===== src/rtl/lsd_pkg.sv =====
// -----------------------------------------------------------------------------
// lsd_pkg
// Shared definitions for the LSD segment streamer:
//   - lsd_log2       : ceiling log2 used to size coordinate/address fields
//   - lsd_max        : integer maximum, used for the squared-length width
//   - lsd_state_t    : streamer FSM state encoding
//   - lsd_off_*      : bit offsets of the fields inside a stored segment word,
//                      laid out MSB->LSB as {start_v, start_h, end_v, end_h}
// No ports (package).
// -----------------------------------------------------------------------------
`timescale 1ns/1ps

package lsd_pkg;

   typedef enum logic [2:0] {
      ST_IDLE  = 3'd0,
      ST_LOCK  = 3'd1,
      ST_FETCH = 3'd2,
      ST_SEND  = 3'd3,
      ST_DONE  = 3'd4
   } lsd_state_t;

   // Smallest n with 2**n >= value (bounded loop so it stays a constant function).
   function automatic int lsd_log2(input int value);
      int result;
      result = 0;
      for (int i = 0; i < 31; i++) begin
         if ((1 << i) < value) begin
            result = i + 1;
         end
      end
      return result;
   endfunction

   function automatic int lsd_max(input int a, input int b);
      return (a > b) ? a : b;
   endfunction

   // end_h occupies the least significant bits of the word.
   function automatic int lsd_off_end_h();
      return 0;
   endfunction

   function automatic int lsd_off_end_v(input int h_bitw);
      return h_bitw;
   endfunction

   function automatic int lsd_off_start_h(input int h_bitw, input int v_bitw);
      return h_bitw + v_bitw;
   endfunction

   function automatic int lsd_off_start_v(input int h_bitw, input int v_bitw);
      return 2 * h_bitw + v_bitw;
   endfunction

endpackage


===== src/rtl/lsd_seg_len2.sv =====
// -----------------------------------------------------------------------------
// lsd_seg_len2
// Purely combinational squared length of a line segment:
//   len2 = |end_v - start_v|^2 + |end_h - start_h|^2
// L_BITW must be at least 2*max(H_BITW,V_BITW)+1 so the sum cannot overflow.
// Ports:
//   start_v, end_v  in   V_BITW  vertical endpoints
//   start_h, end_h  in   H_BITW  horizontal endpoints
//   len2            out  L_BITW  squared length
// -----------------------------------------------------------------------------
`timescale 1ns/1ps

module lsd_seg_len2 #(
   parameter int V_BITW = 9,
   parameter int H_BITW = 10,
   parameter int L_BITW = 21
) (
   input  logic [V_BITW-1:0] start_v,
   input  logic [H_BITW-1:0] start_h,
   input  logic [V_BITW-1:0] end_v,
   input  logic [H_BITW-1:0] end_h,
   output logic [L_BITW-1:0] len2
);

   logic [V_BITW-1:0] diff_v;
   logic [H_BITW-1:0] diff_h;
   logic [L_BITW-1:0] sq_v;
   logic [L_BITW-1:0] sq_h;

   always_comb begin
      // Subtract the smaller from the larger so the difference stays unsigned.
      diff_v = (end_v >= start_v) ? (end_v - start_v) : (start_v - end_v);
      diff_h = (end_h >= start_h) ? (end_h - start_h) : (start_h - end_h);
      sq_v   = L_BITW'(diff_v) * L_BITW'(diff_v);
      sq_h   = L_BITW'(diff_h) * L_BITW'(diff_h);
      len2   = sq_v + sq_h;
   end

endmodule


===== src/rtl/lsd_segment_streamer.sv =====
// -----------------------------------------------------------------------------
// lsd_segment_streamer
// Drains a frozen segment buffer as a valid/accept stream, one segment every
// two cycles (FETCH registers the word and its squared length, SEND offers it).
// Optional feature macro: LSD_STREAM_FILTER_EN -- when defined, segments with
// len2 < MIN_LEN2 are skipped in FETCH and never emitted; out_count then counts
// emitted segments only.
// Ports:
//   clock, n_rst        clock and synchronous active-low reset
//   in_start            one-cycle drain request (honoured only in IDLE)
//   in_buf_ready        buffer frozen and valid
//   in_line_num         number of stored segments (sampled once in LOCK)
//   in_data             word at out_rd_addr, {start_v,start_h,end_v,end_h}
//   out_write_protect   asks the producer to freeze the buffer
//   out_rd_addr         buffer read address
//   out_valid/in_accept stream handshake
//   out_start_v/h, out_end_v/h, out_len2   registered segment and length
//   out_last            current offered segment is the buffer's final one
//   out_done            one-cycle end-of-drain pulse
//   out_count           segments emitted by the most recent drain
// -----------------------------------------------------------------------------
`timescale 1ns/1ps

module lsd_segment_streamer
   import lsd_pkg::*;
#(
   parameter  int FRAME_HEIGHT = 480,
   parameter  int FRAME_WIDTH  = 640,
   parameter  int RAM_SIZE     = 4096,
   parameter  int MIN_LEN2     = 100,
   localparam int V_BITW       = lsd_log2(FRAME_HEIGHT),
   localparam int H_BITW       = lsd_log2(FRAME_WIDTH),
   localparam int ADDR_BITW    = lsd_log2(RAM_SIZE),
   localparam int WORD_SIZE    = 2 * (H_BITW + V_BITW),
   localparam int L_BITW       = 2 * lsd_max(H_BITW, V_BITW) + 1
) (
   input  logic                 clock,
   input  logic                 n_rst,
   input  logic                 in_start,
   input  logic                 in_buf_ready,
   input  logic [ADDR_BITW:0]   in_line_num,
   input  logic [WORD_SIZE-1:0] in_data,
   output logic                 out_write_protect,
   output logic [ADDR_BITW-1:0] out_rd_addr,
   output logic                 out_valid,
   input  logic                 in_accept,
   output logic [V_BITW-1:0]    out_start_v,
   output logic [H_BITW-1:0]    out_start_h,
   output logic [V_BITW-1:0]    out_end_v,
   output logic [H_BITW-1:0]    out_end_h,
   output logic [L_BITW-1:0]    out_len2,
   output logic                 out_last,
   output logic                 out_done,
   output logic [ADDR_BITW:0]   out_count
);

   // Index is one bit wider than the address so a full buffer (RAM_SIZE
   // entries) terminates cleanly instead of wrapping.
   localparam int                IDX_W       = ADDR_BITW + 1;
   localparam logic [IDX_W-1:0]  IDX_ONE     = IDX_W'(1);
   localparam logic [L_BITW-1:0] MIN_LEN2_W  = L_BITW'(MIN_LEN2);
   localparam int                OFF_START_V = lsd_off_start_v(H_BITW, V_BITW);
   localparam int                OFF_START_H = lsd_off_start_h(H_BITW, V_BITW);
   localparam int                OFF_END_V   = lsd_off_end_v(H_BITW);
   localparam int                OFF_END_H   = lsd_off_end_h();

`ifdef LSD_STREAM_FILTER_EN
   localparam bit FILTER_EN = 1'b1;
`else
   localparam bit FILTER_EN = 1'b0;
`endif

   lsd_state_t         state_reg, state_next;
   logic [IDX_W-1:0]   index_reg, index_next;
   logic [IDX_W-1:0]   line_num_reg, line_num_next;
   logic [IDX_W-1:0]   count_reg, count_next;
   logic [V_BITW-1:0]  start_v_reg, end_v_reg;
   logic [H_BITW-1:0]  start_h_reg, end_h_reg;
   logic [L_BITW-1:0]  len2_reg;
   logic               load_seg;

   logic [V_BITW-1:0]  fetch_start_v, fetch_end_v;
   logic [H_BITW-1:0]  fetch_start_h, fetch_end_h;
   logic [L_BITW-1:0]  fetch_len2;
   logic [IDX_W-1:0]   index_inc;
   logic               index_is_final;
   logic               skip_seg;

   assign fetch_start_v = in_data[OFF_START_V +: V_BITW];
   assign fetch_start_h = in_data[OFF_START_H +: H_BITW];
   assign fetch_end_v   = in_data[OFF_END_V   +: V_BITW];
   assign fetch_end_h   = in_data[OFF_END_H   +: H_BITW];

   lsd_seg_len2 #(
      .V_BITW (V_BITW),
      .H_BITW (H_BITW),
      .L_BITW (L_BITW)
   ) u_len2 (
      .start_v (fetch_start_v),
      .start_h (fetch_start_h),
      .end_v   (fetch_end_v),
      .end_h   (fetch_end_h),
      .len2    (fetch_len2)
   );

   // index+1 == line_num is the same test as index == line_num-1 but never
   // underflows.
   assign index_inc      = index_reg + IDX_ONE;
   assign index_is_final = (index_inc == line_num_reg);
   assign skip_seg       = FILTER_EN && (fetch_len2 < MIN_LEN2_W);

   always_comb begin
      state_next    = state_reg;
      index_next    = index_reg;
      line_num_next = line_num_reg;
      count_next    = count_reg;
      load_seg      = 1'b0;
      case (state_reg)
         ST_IDLE: begin
            if (in_start) begin
               state_next = ST_LOCK;
               count_next = '0;
            end
         end
         ST_LOCK: begin
            if (in_buf_ready) begin
               index_next    = '0;
               line_num_next = in_line_num;
               state_next    = (in_line_num == '0) ? ST_DONE : ST_FETCH;
            end
         end
         ST_FETCH: begin
            if (skip_seg) begin
               index_next = index_inc;
               state_next = index_is_final ? ST_DONE : ST_FETCH;
            end else begin
               load_seg   = 1'b1;
               state_next = ST_SEND;
            end
         end
         ST_SEND: begin
            if (in_accept) begin
               index_next = index_inc;
               count_next = count_reg + IDX_ONE;
               state_next = index_is_final ? ST_DONE : ST_FETCH;
            end
         end
         ST_DONE: begin
            state_next = ST_IDLE;
         end
         default: begin
            state_next = ST_IDLE;
         end
      endcase
   end

   always_ff @(posedge clock) begin
      if (!n_rst) begin
         state_reg    <= ST_IDLE;
         index_reg    <= '0;
         line_num_reg <= '0;
         count_reg    <= '0;
         start_v_reg  <= '0;
         start_h_reg  <= '0;
         end_v_reg    <= '0;
         end_h_reg    <= '0;
         len2_reg     <= '0;
      end else begin
         state_reg    <= state_next;
         index_reg    <= index_next;
         line_num_reg <= line_num_next;
         count_reg    <= count_next;
         if (load_seg) begin
            start_v_reg <= fetch_start_v;
            start_h_reg <= fetch_start_h;
            end_v_reg   <= fetch_end_v;
            end_h_reg   <= fetch_end_h;
            len2_reg    <= fetch_len2;
         end
      end
   end

   // Protection covers every state in which the buffer is being read; it
   // drops in DONE together with the completion pulse.
   assign out_write_protect = (state_reg == ST_LOCK) || (state_reg == ST_FETCH) ||
                              (state_reg == ST_SEND);
   assign out_valid   = (state_reg == ST_SEND);
   assign out_last    = (state_reg == ST_SEND) && index_is_final;
   assign out_done    = (state_reg == ST_DONE);
   assign out_count   = count_reg;
   assign out_rd_addr = index_reg[ADDR_BITW-1:0];
   assign out_start_v = start_v_reg;
   assign out_start_h = start_h_reg;
   assign out_end_v   = end_v_reg;
   assign out_end_h   = end_h_reg;
   assign out_len2    = len2_reg;

endmodule


===== config.mk =====
export PLATFORM = sky130hd
export DESIGN_NAME = lsd_segment_streamer
export DESIGN_NICKNAME = d
export VERILOG_FILES = /design/src/rtl/lsd_pkg.sv /design/src/rtl/lsd_seg_len2.sv /design/src/rtl/lsd_segment_streamer.sv
export SDC_FILE = /design/constraint.sdc
export NUM_CORES = 1
export LEC_CHECK = 0
export CAP_MARGIN = 20
export CORE_ASPECT_RATIO = 0.8
export CORE_MARGIN = 1
export CORE_UTILIZATION = 35
export CTS_CLUSTER_DIAMETER = 30
export DETAILED_ROUTE_END_ITERATION = 8
export PLACE_DENSITY = 0.64
export RECOVER_POWER = 50
export SYNTH_ARGS = -nofsm -noshare
export SYNTH_HDL_FRONTEND = slang
export SYNTH_HIERARCHICAL = 1
export SYNTH_SLANG_ARGS = --single-unit

===== constraint.sdc =====
create_clock -name clock -period 9.7 [get_ports clock]
set_input_delay 1.455 -clock clock [delete_from_list [all_inputs] [get_ports clock]]
set_output_delay 1.455 -clock clock [all_outputs]
set_load 0.01 [all_outputs]

After elaboration in Yosys (flattened, before gate mapping)
Cells that the tools add are included.

Add/sub/neg operators: 7. Multipliers: 2. $lt $le $gt $ge: 2. Eq/ne operators: 8. Muxes and demuxes: 15. Reduce and logical (&&, ||, !) cells: 11.

Operators with widths (count): $mux W13 (4); $pmux W13 S2 (2); $add A13 B1 Y13 const B (2); $add A18 B20 Y21 (1); $mul A10 B10 Y20 (1); $sub A10 B10 Y10 (2); $mul A9 B9 Y18 (1); $sub A9 B9 Y9 (2); $mux W3 (5); $eq A13 B13 Y1 (1); $logic_not A13 Y1 (1); $pmux W3 S4 (1); $ge A10 B10 Y1 (1); $mux W10 (1); $ge A9 B9 Y1 (1); $mux W9 (1); $reduce_and A3 Y1 (3); $eq A3 B2 Y1 const B (2); $ne A2 B2 Y1 const B (2); $reduce_bool A2 Y1 (2); $eq A3 B1 Y1 const B (1); $eq A3 B3 Y1 const B (1); $logic_not A3 Y1 (1); $logic_or A1 B1 Y1 (2); other kinds (4) (4).

Register bits after elaboration: 101. Input bits: 56. Output and inout bits: 88. Logic and storage cells: 54.

Logic depth before layout (Yosys ltp)
Gate-level depths: netlist of the first run.

Depth in word-level cells: 5. Depth in mapped cells: 36. Depth with buffers taken out: 35.

By module
Netlist of the first run, hierarchy kept.

Modules (own cells, without submodules): lsd_seg_len2 (times used 1, cells each 785, area each 6603.8 um2, sequential area each 0.0 um2); lsd_segment_streamer (times used 1, cells each 559, area each 4616.9 um2, sequential area each 2021.9 um2).

Worst setup path after synthesis of the first run
No wires, ideal clock.

Path type: input-to-reg. Start point: input port in_data[0]. End point: register len2_reg[20], in the netlist out_len2[20]. Library setup time: 0.076 ns. Data arrival time: 8.586 ns. Required time: 9.624 ns. Slack: 1.038 ns. Cell stages on the path: 34. Path buffers: 1. Path through: inv_1 ha_1 inv_1 fa_1 a21o_1 a221oi_2 a21oi_1 o22a_1 buf_6 mux2i_1 xnor2_1 inv_2 nand2_1 inv_1 fa_1 fa_1 inv_1 fa_1 inv_1 fa_1 fa_1 inv_1 fa_1 inv_1 ha_1 a21boi_0 nand3_1 a21oi_1 nor2_1 o21ai_0 xnor2_1 xnor2_1 nand2_1 a21boi_0.

Word-level cells in the longest chain between the ends: 4. Elaborated cells between the ends (all ways): 6. Those cells by class: add/sub (3); mul (1); order compare (1); mux (1).

RTL lines: start, declared (line lsd_segment_streamer.sv:42) `input logic [WORD_SIZE-1:0] in_data,`; $sub A10 B10 Y10 or $ge A10 B10 Y1 (tied branches) (line lsd_seg_len2.sv:33) `diff_h = (end_h >= start_h) ? (end_h - start_h) : (start_h - end_h);`; $mux W10 (*) (line lsd_seg_len2.sv:33); $mul A10 B10 Y20 (*) (line lsd_seg_len2.sv:35) `sq_h = L_BITW'(diff_h) * L_BITW'(diff_h);`; $add A18 B20 Y21 (*) (line lsd_seg_len2.sv:36) `len2 = sq_v + sq_h;`; named net fetch_len2[20] (line lsd_segment_streamer.sv:84) `logic [L_BITW-1:0] fetch_len2;`; end signal, assigned (line lsd_segment_streamer.sv:178) `len2_reg <= fetch_len2;`; end, declared (line lsd_segment_streamer.sv:79) `logic [L_BITW-1:0] len2_reg;`.

The timed path passes the listed nets; every way through them passes the cells marked *. A chain may end at the register's enable or synchronous reset.

Worst setup path after layout of the first run
Start point: input port in_data[0]. End point: register len2_reg[19], in the netlist out_len2[19].

The elaborated chain is that of the path after synthesis.

==> results of run 1 <==
how the worst max path moves through the flow:
| stage | from | to | slack, ns | cells past startpoint |
|---|---|---|---|---|
| 2_1_floorplan | in_data[0] | out_len2[20] | 1.04 | 34 |
| 5_1_grt | in_data[0] | out_len2[19] | -0.002 | 34 |
| 4_1_cts | in_data[19] | out_len2[20] | 0.34 | 32 |
| 3_3_place_gp | in_data[19] | out_len2[20] | 0.15 | 33 |
| 3_5_place_dp | in_data[19] | out_len2[20] | -0.04 | 32 |
| 6_report | in_data[0] | out_len2[19] | 0.47 | 33 |
area by class of cell:
class	instances	area, um^2	area share [%]
clock inverter	5	66.31	0.4872
tap	420	525.5	3.861
multi-input combinational	944	8070	59.29
timing repair buffer	192	1790	13.15
clock buffer	11	242.7	1.783
inverter	238	893.4	6.564
sequential	101	2022	14.86
placed cells by master (no fill, tap or decap), types with 7 or more instances in the layout:
cell type | synthesis | layout
nor3_1 | 10 | 8
and3_1 | 7 | 7
fa_1 | 119 | 119
or2_2 | 16 | 16
nor2_1 | 95 | 94
mux2i_1 | 15 | 14
xnor2_1 | 48 | 47
clkbuf_16 | 0 | 9
dlygate4sd3_1 | 0 | 42
buf_4 | 12 | 48
a21o_1 | 14 | 14
nand4_1 | 10 | 10
o21ai_0 | 30 | 30
ha_1 | 108 | 108
a21boi_0 | 76 | 76
xor2_1 | 21 | 20
o21bai_1 | 8 | 8
clkdlybuf4s50_1 | 0 | 100
inv_1 | 236 | 236
dfxtp_1 | 101 | 101
nand2b_1 | 20 | 20
a31oi_1 | 7 | 7
a21oi_1 | 38 | 36
nand3_1 | 15 | 15
nand2_1 | 189 | 189
nor2b_1 | 9 | 9
worst max-delay path, delay by kind of cell:
| family | cells | cell delay [ns] |
|---|---|---|
| multiplexers | 1 | 0.16 |
| buffers and inverters | 8 | 1.02 |
| adder cells (fa/ha/maj) | 9 | 3.97 |
| XOR/XNOR | 2 | 0.32 |
| AND/OR/NAND/NOR | 5 | 0.86 |
| AO/OA/AOI/OAI | 8 | 1.71 |
logic make-up after synthesis:
kind of cell,share of synthesized area [%]
adder cells (fa/ha/maj),33.27
multiplexers,1.840
AO/OA/AOI/OAI,13.69
AND/OR/NAND/NOR,16.77
buffers and inverters,10.73
XOR/XNOR,5.676
flip-flops,18.02
through the flow:
step	hold slack [ns]	setup WS (ns)
finish	0.4658	0.4664
global route	0.4876	-0.002107
CTS	0.4594	0.3362
detailed placement	0.4488	-0.03971
global placement	0.4434	0.1508
floorplan	0.4519	1.038
metal layers:
layer  wire length [um]  track usage (%)
met5                  0                0
met4                233            3.520
met3               1600            3.270
met2              12480            27.27
met1              14170            25.97
what timing repair did:
item                       CTS  global route
buffers inserted             0             1
resized for setup            0            12
hold buffers                 0             0
setup endpoints to repair    0             7
==> flow_summary.ini, run 1 <==
[detailed_routing]
viasPerCell = 4.789
first_iter_violations = 495
drt-total-wl_um = 28480
first_pass_iters = 5
antenna_left = 0
wire_per_inst_um = 14.91
drc = 0
num_vias = 9151

[global_routing]
grt_pass1_wl_um = 46690
antenna_found_initial = 0
grt_use_total_pct = 17.78
grt_max_degree = 89
grt_pass1_vias = 9109
grt_remaining_overflow = 0

[clock_tree]
htreeDepth = 3
cts_buffers = 9
clk_path_buf_depth = 2
clkLatencyLatePin_ns = 0.36
cts_tree = yes
cts.root.buffer_cell = clkbuf_16
cts.sinks = 101
cts.clk_slew.worst_paths_ns = 0.07

[critical_path]
path_max_fanout = 5
critPathSlowestCell = fa_1
critPathRequiredTime_ns = 9.99
rr_worst_depth = 6
crit_path_max_incr_delay_ns = 0.55
r2r_end = state_reg[1]
crit_path_start_kind = primary input
ff2ff_setup_slack_ns = 7.23
crit_type = primary input to flop
timing.rr.start = index_reg[0]
cp-end-kind = flop
worst_path_most_repeated_cell = fa_1
critPathArrivalTime_ns = 9.52

[sta]
period_share_pct = 95.19
slew_viol_final = 89
fin_tns_setup_ns = 0
fin_worst_skew_ns = 0.008421
hold_viol = 0
worst_slew_pin_slew_ns = 3.595
fmax_mhz = 108.3
setup_violations = 0
layout_min_cycle_time_ns = 9.234
max-slew-margin-rel_pct = -139.6

[yosys]
synth_edf_count = 0
synth_top_area_share_pct = 21.23
synth_area_leaders = fa_1, dfxtp_1, ha_1, inv_1, nand2_1
avgSynthCellArea_um2 = 8.349
syn_nets = 1627
ys_warn_count = 6
ys_dominant_reg_cell = dfxtp_1
netlist_area_um2 = 11220
synth.most_common_cell = inv_1
synth_largest_area_cell = fa_1
ys_top_cells_by_count = inv_1, nand2_1, fa_1
yosysSeqAreaShare_pct = 18.02
ys_seq_elements = 101
ys_async_sr_fraction_pct = 0
synth_cell_types = 76
syn_inst = 1344

[placed_design]
dpl_cell_area_um2 = 13230
placed_cells = 1894
place_congestion = 0.9323
port_buffers = 143
dp_hpwl_um = 23350

[cells_and_area]
layout-drive-gt1-share_pct = 7.847
antenna_cells = 0
final_nets = 1769
final_core_util_pct = 43.21
nFillCells = 3175
layoutNonFillerInstCount = 1911
largest_reg_flops = 21
design_area_um2 = 13610
area.growth.synth_to_final_pct = 21.30

[min_path]
hold_class = flop to flop
hold_end = out_end_h[1]
min_path_cells = 2
hp-start = out_end_h[1]

[floorplan]
start_util_pct = 35.63
io-pin-count = 144
dieArea_um2 = 32780
fp.dieH_um = 162.2
die_w_um = 202.2
coreArea_um2 = 31500
rows = 58

[run_status]
violations = capacitance limit, slew limit
status = complete, but fails checks

[job]
maxCapViolCount = 1
Power of run 1 is left out: the tool's default activity adds up to more than one toggle a clock period on the data nets, which glitch-free logic cannot reach.
==> run 2: changes to the inputs <==
==> constraint.sdc (replaced) <==
create_clock -name clock -period 8.7 [get_ports clock]
set_input_delay 1.305 -clock clock [delete_from_list [all_inputs] [get_ports clock]]
set_output_delay 1.305 -clock clock [all_outputs]
set_load 0.01 [all_outputs]
==> run 2 against run 1 <==
Net effect:
- the run now ends clean
- global-route usage grew 0.93 points
- first-iteration DRC count is 14% lower
- clock-buffer cell count fell by 1
- critical endpoint is now out_len2[14]
==> flow_summary.ini, run 2 (same netlist as run 1, synthesis figures left out) <==
[floorplan]
die_w_um = 202.2
io-pin-count = 144
coreArea_um2 = 31500
fp.dieH_um = 162.2
rows = 58
dieArea_um2 = 32780
start_util_pct = 35.63

[clock_tree]
clk_path_buf_depth = 2
cts.sinks = 101
htreeDepth = 3
cts.clk_slew.worst_paths_ns = 0.07
clkLatencyLatePin_ns = 0.37
cts_tree = yes
cts_hold_buf = 0
cts_buffers = 9
cts.root.buffer_cell = clkbuf_16

[detailed_routing]
first_iter_violations = 425
num_vias = 9702
first_pass_iters = 5
wire_per_inst_um = 14.52
viasPerCell = 4.694
drc = 0
antenna_left = 0
drt-total-wl_um = 30010

[cells_and_area]
area.growth.synth_to_final_pct = 34.80
largest_reg_flops = 21
layout_common_cells = inv_1, buf_4, nand2_1, clkdlybuf4s50_1, fa_1
final_nets = 1925
nFillCells = 3048
final_common_cell = inv_1
layout-drive-gt1-share_pct = 20.05

[critical_path]
critPathSlowestCell = fa_1
crit_path_max_incr_delay_ns = 0.54
crit_path_start_kind = primary input
cp-end-kind = flop
path_max_fanout = 7
critPathRequiredTime_ns = 9.00
critPathArrivalTime_ns = 8.65
crit_type = primary input to flop

[sta]
setup_violations = 0
worst_slew_pin_slew_ns = 0.8118
hold_viol = 0
rsz0062_at_grt = yes
max-slew-margin-rel_pct = 45.88
layout_min_cycle_time_ns = 8.357
holdWs_ns = 0.4585
period_share_pct = 96.05
fin_worst_skew_ns = 0.01324
slew_viol_final = 0
fmax_mhz = 119.7

[placed_design]
port_buffers = 143
place_congestion = 0.9098
dp_hpwl_um = 24320

[global_routing]
grt_use_total_pct = 18.71
grt_max_degree = 89
grt_pass1_wl_um = 49260
grt_pass1_vias = 9765
antenna_found_initial = 0
grt_remaining_overflow = 0

[job]
maxCapViolCount = 0

[run_status]
status = finished clean

[min_path]
hold_class = flop to flop
## run 2: cell types whose count changed in the layout (fill, tap and decap cells not counted), moves of 11 or more
| cell | before | now |
|---|---|---|
| buf_4 | 48 | 201 |
| dlygate4sd3_1 | 42 | 0 |
| clkdlybuf4s50_1 | 100 | 130 |
| dlymetal6s2s_1 | 0 | 11 |
| inv_1 | 236 | 224 |
| inv_2 | 2 | 14 |
## run 2: layer usage
| metal | vias to the layer above | share of wire, % | GRT usage [%] |
|---|---|---|---|
| met1 | 4668 | 48 | 26.12 |
| met5 | - | 0 | 0 |
| li1 | 4847 | - | - |
| met4 | 0 | 0.78 | 2.973 |
| met2 | 171 | 46 | 30.63 |
| met3 | 16 | 4.7 | 3.351 |
## run 2: what timing repair did
action,in CTS,in global routing
pin swaps,33,48
buffers inserted,6,9
endpoints found under the setup margin,8,12
gates resized for setup,35,68
## run 2: area by class of cell
type	count	area (um^2)	share of cell area, %
Sequential cell	101	2022	13.37
Multi-Input combinational cell	944	8358	55.26
Clock buffer	10	239.0	1.580
Clock inverter	5	82.58	0.5459
Inverter	238	893.4	5.906
Antenna cell	1	2.502	0.01654
Timing Repair Buffer	348	3003	19.85
Tap cell	420	525.5	3.474
## run 2: critical path, delay by kind of cell
family                     cells  cell delay [ns]
AOI/OAI and AO/OA              7             1.30
xor gates and xnor gates       2             0.39
adders and majority gates      8             3.44
buffers and inverters         11             1.42
muxes                          1             0.18
and+or+nand+nor                5             0.61
## run 2: stage by stage
stage | TNS [ns] | utilization [%] | instances | worst slack [ns] | instance area (um^2)
2_1_floorplan | 0 | - | 1344 | 0.1884 | 11220
3_3_place_gp | -5.645 | 45.39 | 2036 | -0.7308 | 14300
3_5_place_dp | -7.684 | 45.39 | 2036 | -0.9323 | 14300
4_1_cts | 0 | 46.96 | 2057 | 0.003257 | 14790
5_1_grt | -0.03736 | 48.02 | 2066 | -0.02699 | 15120
6_report | 0 | 48.03 | 2067 | 0.3434 | 15130
## run 2: worst paths after layout
path	to	depth (start not counted)	slack [ns]	start
hold reg to reg	out_start_v[7]	2	0.46	out_start_v[7]
setup / recovery	out_len2[14]	34	0.34	in_data[24]
setup reg to reg	state_reg[1]	6	6.27	index_reg[0]
hold / removal	out_start_v[7]	2	0.46	out_start_v[7]
Power of run 2 is left out for the same reason.
==> run 3: changes to the inputs <==
--- a/config.mk
+++ b/config.mk
@@ -5,7 +5,7 @@
 export SDC_FILE = /design/constraint.sdc
 export NUM_CORES = 1
 export LEC_CHECK = 0
-export CAP_MARGIN = 20
+export CAP_MARGIN = 0
 export CORE_ASPECT_RATIO = 0.8
 export CORE_MARGIN = 1
 export CORE_UTILIZATION = 35
==> constraint.sdc (replaced) <==
create_clock -name clock -period 9.5 [get_ports clock]
set_input_delay 1.425 -clock clock [delete_from_list [all_inputs] [get_ports clock]]
set_output_delay 1.425 -clock clock [all_outputs]
set_load 0.01 [all_outputs]
==> run 3 against run 2 <==
Net effect:
- the run now ends with capacitance limit, slew limit left
- wire length fell by 3.9%
- die area is the same
- clock skew fell by 0.0028 ns
- final cell count shrank 6.0%
- sequential share of layout area increased by 1.2 points
- core utilization is 3.9 points lower
- clock-buffer cell count decreased by 1
- setup slack better by 0.017 ns
- worst hold slack gained 0.0030 ns
- flip-flop and latch count is the same
- global-route usage down 0.65 points
==> flow_summary.ini, run 3 (same netlist as run 1, synthesis figures left out) <==
[floorplan]
io-pin-count = 144
dieArea_um2 = 32780
die_w_um = 202.2
coreArea_um2 = 31500
rows = 58
fp.dieH_um = 162.2
start_util_pct = 35.63

[critical_path]
critPathRequiredTime_ns = 9.79
cp-end-kind = flop
crit_type = primary input to flop
critPathSlowestCell = fa_1
crit_path_max_incr_delay_ns = 0.55
cp_num_buf_inv = 11
path_max_fanout = 7
ff2ff_setup_slack_ns = 7.13
crit_path_start_kind = primary input
critPathArrivalTime_ns = 9.43
critPathTopFamily = adder cells

[min_path]
hold_class = flop to flop

[global_routing]
grt_max_degree = 89
grt_use_total_pct = 18.06
grt_remaining_overflow = 0
antenna_found_initial = 0
grt_pass1_wl_um = 47600
grt_pass1_vias = 9337

[cells_and_area]
final_nets = 1801
layout-drive-gt1-share_pct = 10.44
area.growth.synth_to_final_pct = 23.74
layoutNonFillerInstCount = 1943
final_common_cell = inv_1
layout_common_cells = inv_1, nand2_1, fa_1, ha_1, dfxtp_1
design_area_um2 = 13880
largest_reg_flops = 21
antenna_cells = 0

[run_status]
status = complete, but fails checks
violations = capacitance limit, slew limit

[sta]
fmax_mhz = 109.4
slew_viol_final = 89
worst_slew_pin_slew_ns = 3.543
setup_violations = 0
max-slew-margin-rel_pct = -136.2
period_share_pct = 96.21
fin_tns_setup_ns = 0
hold_viol = 0
layout_min_cycle_time_ns = 9.140
fin_worst_skew_ns = 0.01042

[job]
maxCapViolCount = 1

[clock_tree]
cts_tree = yes
htreeDepth = 3
clk_path_buf_depth = 2
cts.root.buffer_cell = clkbuf_16
cts.clk_slew.worst_paths_ns = 0.08
clkLatencyLatePin_ns = 0.37
cts_buffers = 9
cts.sinks = 101

[detailed_routing]
first_iter_violations = 459
viasPerCell = 4.771
drc = 0
drt-total-wl_um = 28840
wire_per_inst_um = 14.84
first_pass_iters = 5
num_vias = 9270
antenna_left = 0

[placed_design]
dpl_cell_area_um2 = 13440
place_congestion = 0.8897
port_buffers = 143
placed_cells = 1922
dp_hpwl_um = 23350
==> run 3: changes by cell type in the layout (fill, tap and decap cells not counted), moves of 8 or more <==
cell	change
ha_4	-8
buf_4	-121
dlymetal6s2s_1	-10
ha_1	+8
inv_2	-12
clkdlybuf4s50_1	-30
inv_1	+12
dlygate4sd3_1	+41
==> run 3: worst paths after layout <==
kind,to,startpoint,depth (start not counted)
worst max-delay path,out_len2[19],in_data[0],36
worst min-delay path,out_end_v[8],out_end_v[8],2
worst max register to register,state_reg[1],index_reg[0],6
worst min register to register,out_end_v[8],out_end_v[8],2
==> run 3: worst reg2reg max path: stages, from the launching register on <==
cell and delay (ns):
dfxtp_1 0.50, ha_1 0.30, nand3_1 0.23, xnor2_1 0.21, nor4_1 0.29, o2111ai_1 0.27, o41a_1 0.46
==> run 3: area by class of cell <==
type	instances	area (um^2)
clock buffer	9	225.2
clock inverter	7	93.84
fill	3185	17610
timing repair buffer	224	2033
inverter	238	893.4
sequential	101	2022
tap	420	525.5
multi-input combinational	944	8092
==> run 3: routing by layer <==
metal | wire, um | GRT usage (%) | vias up
met5 | 0 | 0 | -
met4 | 284 | 3.452 | 0
met3 | 1256 | 2.970 | 21
met2 | 13030 | 28.88 | 186
met1 | 14270 | 25.73 | 4461
li1 | - | - | 4602
==> run 3: repair_timing <==
item / in CTS / in global routing
hold buffers: 0 / 0
endpoints found under the setup margin: 0 / 9
buffers inserted: 0 / 5
hold endpoints to repair: 0 / 0
gates resized for setup: 0 / 23
==> run 3: through the flow <==
| step | hold WS, ns | util [%] | worst slack [ns] |
|---|---|---|---|
| 3_3_place_gp | 0.4447 | 42.67 | -0.08325 |
| 3_5_place_dp | 0.4481 | 42.67 | -0.2805 |
| 6_report | 0.4614 | 44.08 | 0.3603 |
| 4_1_cts | 0.4589 | 43.68 | 0.07042 |
| 2_1_floorplan | 0.4519 | - | 0.8684 |
| 5_1_grt | 0.4933 | 44.08 | -0.04854 |
Power of run 3 is left out for the same reason.
